File: config.mk
export PLATFORM = sky130hd
export DESIGN_NAME = inst_fetch_queue
export DESIGN_NICKNAME = d
export VERILOG_FILES = /design/src/rtl/inst_fetch_queue.sv
export SDC_FILE = /design/constraint.sdc
export NUM_CORES = 1
export LEC_CHECK = 0
export ABC_AREA = 1
export CAP_MARGIN = 30
export CELL_PAD_IN_SITES_DETAIL_PLACEMENT = 1
export CELL_PAD_IN_SITES_GLOBAL_PLACEMENT = 2
export CORE_UTILIZATION = 43
export CTS_BUF_LIST = sky130_fd_sc_hd__clkbuf_4 sky130_fd_sc_hd__clkbuf_8
export CTS_CLUSTER_SIZE = 8
export DETAILED_ROUTE_END_ITERATION = 8
export DONT_BUFFER_PORTS = 1
export GPL_TIMING_DRIVEN = 0
export PLACE_DENSITY = 0.88
export SLEW_MARGIN = 15
export SYNTH_ARGS = -nofsm -noshare
export SYNTH_HDL_FRONTEND = slang
export SYNTH_SLANG_ARGS = --single-unit
File: constraint.sdc
create_clock -name clk -period 15.4 [get_ports clk]
set_clock_uncertainty 0.15 [all_clocks]
set_input_delay 2.31 -clock clk [delete_from_list [all_inputs] [get_ports clk]]
set_output_delay 2.31 -clock clk [all_outputs]
set_load 0.02 [all_outputs]
File: src/rtl/inst_fetch_queue.sv
// Instruction fetch queue: circular buffer accepting up to FETCH_WIDTH instructions
// per push and presenting the oldest ISSUE_WIDTH entries to decode.
module inst_fetch_queue #(
  parameter  int DEPTH       = 8,
  parameter  int FETCH_WIDTH = 2,
  parameter  int ISSUE_WIDTH = 2,
  localparam int PW  = $clog2(DEPTH),
  localparam int CW  = $clog2(DEPTH + 1),
  localparam int FCW = $clog2(FETCH_WIDTH + 1),
  localparam int ICW = $clog2(ISSUE_WIDTH + 1)
) (
  input  logic                     clk,
  input  logic                     reset,
  input  logic                     flush,
  input  logic                     push_valid,
  input  logic [FCW-1:0]           push_count,
  input  logic [FETCH_WIDTH*32-1:0] push_pc,
  input  logic [FETCH_WIDTH*32-1:0] push_inst,
  input  logic [FETCH_WIDTH-1:0]   push_ex,
  output logic                     push_ready,
  output logic [ISSUE_WIDTH-1:0]   pop_valid,
  output logic [ISSUE_WIDTH*32-1:0] pop_pc,
  output logic [ISSUE_WIDTH*32-1:0] pop_inst,
  output logic [ISSUE_WIDTH-1:0]   pop_ex,
  input  logic [ICW-1:0]           pop_count,
  output logic [CW-1:0]            count,
  output logic                     empty,
  output logic                     full
);

  logic [PW-1:0]    head, tail;
  logic [31:0]      pc_mem   [DEPTH];
  logic [31:0]      inst_mem [DEPTH];
  logic [DEPTH-1:0] ex_mem;
  logic [CW-1:0]    push_n, pop_n;
  logic             do_push;

  // Readiness looks only at registered occupancy so a full group always fits.
  assign push_ready = (int'(count) + FETCH_WIDTH <= DEPTH);
  assign empty      = (count == '0);
  assign full       = (count == CW'(DEPTH));

  always_comb begin
    do_push = push_valid && push_ready && !flush;
    push_n  = (CW'(push_count) > CW'(FETCH_WIDTH)) ? CW'(FETCH_WIDTH) : CW'(push_count);
    if (!do_push) push_n = '0;
    pop_n   = (CW'(pop_count) > count) ? count : CW'(pop_count);
  end

  always_ff @(posedge clk or posedge reset) begin
    if (reset) begin
      head  <= '0;
      tail  <= '0;
      count <= '0;
    end else if (flush) begin
      head  <= '0;
      tail  <= '0;
      count <= '0;
    end else begin
      tail  <= tail + PW'(push_n);
      head  <= head + PW'(pop_n);
      count <= count + push_n - pop_n;
    end
  end

  // Storage carries no reset; validity is tracked purely by count.
  always_ff @(posedge clk) begin
    for (int i = 0; i < FETCH_WIDTH; i++) begin
      if (CW'(i) < push_n) begin
        pc_mem[tail + PW'(i)]   <= push_pc[32*i +: 32];
        inst_mem[tail + PW'(i)] <= push_inst[32*i +: 32];
        ex_mem[tail + PW'(i)]   <= push_ex[i];
      end
    end
  end

  for (genvar i = 0; i < ISSUE_WIDTH; i++) begin : g_pop
    logic [PW-1:0] rd;
    assign rd                 = head + PW'(i);
    assign pop_valid[i]       = (count > CW'(i));
    assign pop_pc[32*i +: 32]   = pop_valid[i] ? pc_mem[rd]   : '0;
    assign pop_inst[32*i +: 32] = pop_valid[i] ? inst_mem[rd] : '0;
    assign pop_ex[i]          = pop_valid[i] ? ex_mem[rd]   : 1'b0;
  end

endmodule

# After elaboration in Yosys (flattened, before gate mapping)
# Memories as Yosys holds them, arrays and structs flattened.
# Cells that the tools add are included.
[word_totals] register_bits=18 ramBits=512 input_bits=138 out_inout_bits=139 word_cells=61 mem_count=2
[classes] addsub=7 n_lt_le_gt_ge=13 n_eq_ne=1 mux=28 n_reduce_logical=6
[mem_list] name="inst_mem" depth=8 word_bits=32 read_ports=2 rd_ports_with_merged_regs=0 wr=2 line="33" source="logic [31:0] inst_mem [DEPTH];"
[mem_list] name="pc_mem" depth=8 word_bits=32 read_ports=2 rd_ports_with_merged_regs=0 wr=2 line="32" source="logic [31:0] pc_mem [DEPTH];"
[op_table] cell="$mux 32" count=4
[op_table] cell="$bwmux 8" count=2
[op_table] cell="$lt 3x4->1 const B" count=4
[op_table] cell="$mux 8" count=2
[op_table] cell="$mux 1" count=10
[op_table] cell="$gt 4x1->1 const B" count=2
[op_table] cell="$lt 1x4->1 const A" count=2
[op_table] cell="$mux 4" count=2
[op_table] cell="$add 3x1->3 const B" count=2
[op_table] cell="$add 3x3->3" count=2
[op_table] cell="$bmux 1 s3" count=2
[op_table] cell="$demux 1 s3" count=2
[op_table] cell="$ge 3x1->1 const B" count=2
[op_table] cell="$mux 3" count=2
[op_table] cell="$add 4x2->5 const B" count=1
[op_table] cell="$le 5x4->1 const B" count=1
[op_table] cell="$add 4x4->4" count=1
[op_table] cell="$eq 4x4->1 const B" count=1
[op_table] cell="$gt 2x4->1" count=1
[op_table] cell="$logic_and 1x1->1" count=4
[op_table] cell="$logic_not 4->1" count=1
[op_table] cell="$mux 2" count=2
[op_table] cell="$sub 4x4->4" count=1
[op_table] cell="$gt 2x2->1 const B" count=1
[op_table] cell="$logic_not 1->1" count=1

# Depth between registers and ports, before layout
[depth] ltp_word=9 depth_mapped=14 ltp_nobuf=14

# Worst setup path after synthesis
# Ideal clock, no wire load.
[synth_timing] kind="in2reg" start="input flush" end="memory inst_mem[0][0], enable pin" arrival_time_ns=7.755 path_slack_ns=6.920 stages=7 path_buffers=2 path_cell_list="buf_2 -> nor2_1 -> nand4_2 -> buf_6 -> nand2_1 -> inv_1 -> o21ai_0"
[synth_lines] element="start, declared" line="14" source="input logic flush,"
[synth_lines] element="end, declared" line="33"

# Worst setup path after layout
[layout_timing] start="register count[2]" end="output pop_inst[22]"
[layout_via] elab_chain_cells=2
[layout_rtl] element="start, declared" line="26" source="output logic [CW-1:0] count,"
[layout_rtl] element="start signal, assigned" line="62" source="count <= count + push_n - pop_n;"
[layout_rtl] element="$gt 4x1->1" line="80" source="assign pop_valid[i] = (count > CW'(i));"
[layout_rtl] element="named net pop_valid[0]" line="21" source="output logic [ISSUE_WIDTH-1:0] pop_valid,"
[layout_rtl] element="$mux 32" line="82" source="assign pop_inst[32*i +: 32] = pop_valid[i] ? inst_mem[rd] : '0;"
[layout_rtl] element="end, declared" line="23" source="output logic [ISSUE_WIDTH*32-1:0] pop_inst,"
# The timed path passes the listed nets, and every way through them passes these cells.

==> reports/qor.csv <==
stage,metric,value,unit
critical_path,cell family with the largest share of critical-path delay,buffers and inverters,
pwr,VDD IR-drop max,0.0912,mV
sta,pins over their slew limit,0,
cts,# hold bufs at CTS,0,
floorplanning,core region area,0.0735,mm2
global_route,antenna violations before repair,15,
critical_path,type of origin of the critical path,register,
yosys,share of async-settable or async-resettable flops after synthesis,1.89,%
sta,hold slack,0.487,ns
cts,clock insertion delay at the later pin of the skew report,0.74,ns
sta,Max Clock Freq,144,MHz
yosys,most used flip-flop cell after synthesis,edfxtp_1,
finish,Synth-to-Final Area Change,12.6,%
floorplanning,width of the chip,275,um
finish,layout net count,4277,
detailed_routing,Initial DRC Count,3820,
yosys,"synthesized-area fraction occupied by ao, oa, aoi and oai cells",27.3,%
outcome,status,completed,
placement,number of buffers added on ports,0,
finish,Fillers,8955,
critical_path,start-to-end type of the worst setup path,register to primary output,
finish,share of final-layout standard cells stronger than drive strength 1,11.3,%
sta,fraction of the cycle the final worst path needs,44.9,%
global_route,Total Routing Usage GR,38.6,%
global_route,global-route wire length before repair,214000,um
yosys,most common cell in the netlist,o21ai_0,
yosys,simple-gate area share of the yosys netlist,13.7,%
finish,area of combinational cells with multiple inputs,0.0136,mm2
cts,cell at the root of the clock tree,clkbuf_8,
critical_path,delay contributed by the slowest stage of the critical path,0.68,ns
detailed_routing,first drt pass iteration count,6,
detailed_routing,antenna-violating nets left,0,
yosys,area share of xor/xnor cells in the synthesized design,0.109,%
critical_path,CP Max Fanout,10,
yosys,most frequent cells after synthesis,"943 x o21ai_0, 629 x nand2_1, 512 x edfxtp_1",
cts,clock tree from TritonCTS,done,
yosys,"top cells by area, synth","edfxtp_1 48%, o21ai_0 15%, nand2_1 7.4%",
critical_path,Critical Path Sink Type,primary output,
yosys,post-synthesis area per instance,8.06,um2
yosys,synthesized instance count,3982,
cts,maximum buffer depth of the clock tree,3,
yosys,number of enable flip-flop cells after synthesis,512,
cts,total CTS buffers,99,
pwr,Total Power,6.42,mW
yosys,number of storage elements in the synthesis netlist,530,
sta,min Tclk post-route,6.92,ns
placement,HPWL reported at the end of detailed placement,106000,um
global_route,vias in the first global route,31800,
floorplanning,floorplan row count,99,
cts,setup fix buffers added after clock tree synthesis,0,
cts,sink count of the clock tree,530,
critical_path,critical path buffer and inverter count,5,
yosys,Post-Synthesis Net Count,4140,
detailed_routing,Total Wirelength,149000,um
hold_path,Hold Crit Class,register to register,
sta,final setup TNS,0,ns
yosys,post-synthesis cell type count,36,
critical_path,crit path cell chain,inv_1 -> ha_1 -> inv_1 -> nor2_1 -> buf_4 -> inv_1 -> clkbuf_1 -> o21ai_0 -> a31oi_1,
detailed_routing,average wire per standard cell,28.7,um
critical_path,CP Data Required Time,12.94,ns
run,number of max-capacitance violations reported,0,
yosys,adder-cell share of the synthesized area,0.850,%
cts,Resize count post-CTS,0,
yosys,largest area contributor in the netlist,edfxtp_1,
cts,clock-pin slew on the worst setup and hold paths,0.06,ns
global_route,total congestion overflow,0,
yosys,area share of the largest cell type after synthesis,47.9,%
sta,measured slew at the worst slew-check pin,1.10,ns
detailed_routing,drt drc,0,
cts,Clock H-tree levels,3,
floorplanning,area of the die,0.0758,mm2
sta,final number of setup-violating endpoints,0,
critical_path,highest-delay cell along the critical path,inv_1,
finish,Seq. cell area,0.0158,mm2
floorplanning,I/O Pins,277,
yosys,number of synthesis warnings,0,
global_route,largest net degree at the start of global routing,21,
yosys,cell area after synthesis,0.0321,mm2
detailed_routing,vias after detailed routing,32200,
sta,Slew HR,26.5,%
floorplanning,initial standard-cell utilization of the core,43.7,%
pwr,LEAKAGE,14.1,nW
yosys,main combinational cell family by area after synthesis,compound AO/OA/AOI/OAI gates,
yosys,post-synthesis sequential area ratio,49.2,%
critical_path,Critical Path Most Common Cell,inv_1,
pwr,total power density per cell area,178,mW/mm2
detailed_routing,vias per std cell,6.22,
floorplanning,height of the die,275,um
sta,hold violation count in the final report,0,
critical_path,critical path data arrival time,4.46,ns
sta,RSZ-0062 raised after global routing,no,
yosys,multiplexer share of the synthesized area,0,%
placement,final weighted congestion in routability-driven placement,0.892,
-- worst reg2reg max path, cell delays in order (launching register included) --
cell and delay (ns):
dfrtp_1 0.61, ha_1 0.33, nor2_2 0.10, nand2_1 0.08, nand2_1 0.11, nand4_2 0.27
buf_6 0.28, nand2_1 0.36, inv_1 0.44, o21ai_4 0.63, buf_16 0.26, buf_16 0.19
buf_16 0.19, buf_16 0.20
-- per-layer routing --
layer,GRT usage [%],share of wire [%],vias up
li1,-,-,14100
met1,50.7,40,15900
met2,61.3,46,1802
met3,8.65,10,328
met4,16.4,3.9,8
met5,0,0.031,-
-- through the flow --
stage	utilization [%]	cells	instance area (um2)	setup WS (ns)
3_3_place_gp	45.3	4941	33300	1.23
5_1_grt	49.2	5165	36100	8.36
6_report	49.2	5168	36200	8.48
4_1_cts	49.2	5158	36100	8.57
2_1_floorplan	-	3982	32100	6.92
3_5_place_dp	46.6	4977	34300	9.35
-- sequential cells by signal, indices dropped and copies added, names as in the netlist --
register	flops
tail	3
inst_mem	256
head	3
count	4
ex_mem	8
pc_mem	256
-- worst paths after layout --
check,startpoint,to,slack (ns),cells after the start
setup reg to reg,count[1],pc_mem[7][14],10.90,13
setup / recovery,count[2],pop_inst[22],8.48,9
min in group asynchronous,reset,tail[1],1.40,1
hold / removal,ex_mem[7],ex_mem[7],0.49,4
max in group asynchronous,reset,count[3],13.25,1
hold reg to reg,ex_mem[7],ex_mem[7],0.49,4
-- cell usage in the layout, fill, tap and decap left out, drive strengths merged, types with 17 or more instances in the layout --
cell / count
nor2: 472
clkinv: 38
nand2: 635
inv: 245
clkbuf: 314
o211ai: 65
nand3: 32
o21ai: 1186
ha: 17
edfxtp: 512
buf: 253
a31oi: 63
a21oi: 329
-- power by group --
| group | switching (mW) | leakage (nW) | internal [mW] |
|---|---|---|---|
| clock | 0.675 | 0.981 | 0.699 |
| combinational | 2.62 | 8.32 | 0.728 |
| sequential | 0.0443 | 4.82 | 1.65 |
| total | 3.34 | 14.1 | 3.08 |
-- area by class of cell --
class                   instances  area share, %
plain buffers                 394           5.37
flip-flops and latches        530           43.7
multi-input cells            2814           37.5
inverters                     244           2.53
clock inverters                44          0.550
well taps                     959           3.32
repair buffers                 36           2.37
clock buffers                 137           4.63
diodes                         10         0.0692
-- cell families after synthesis --
group | count (synthesis)
compound gates | 1647
simple gates | 1143
buf+inv | 638
flops | 530
fa+ha+maj | 20
xor+xnor | 4
Power figures use the tool's default switching activity.
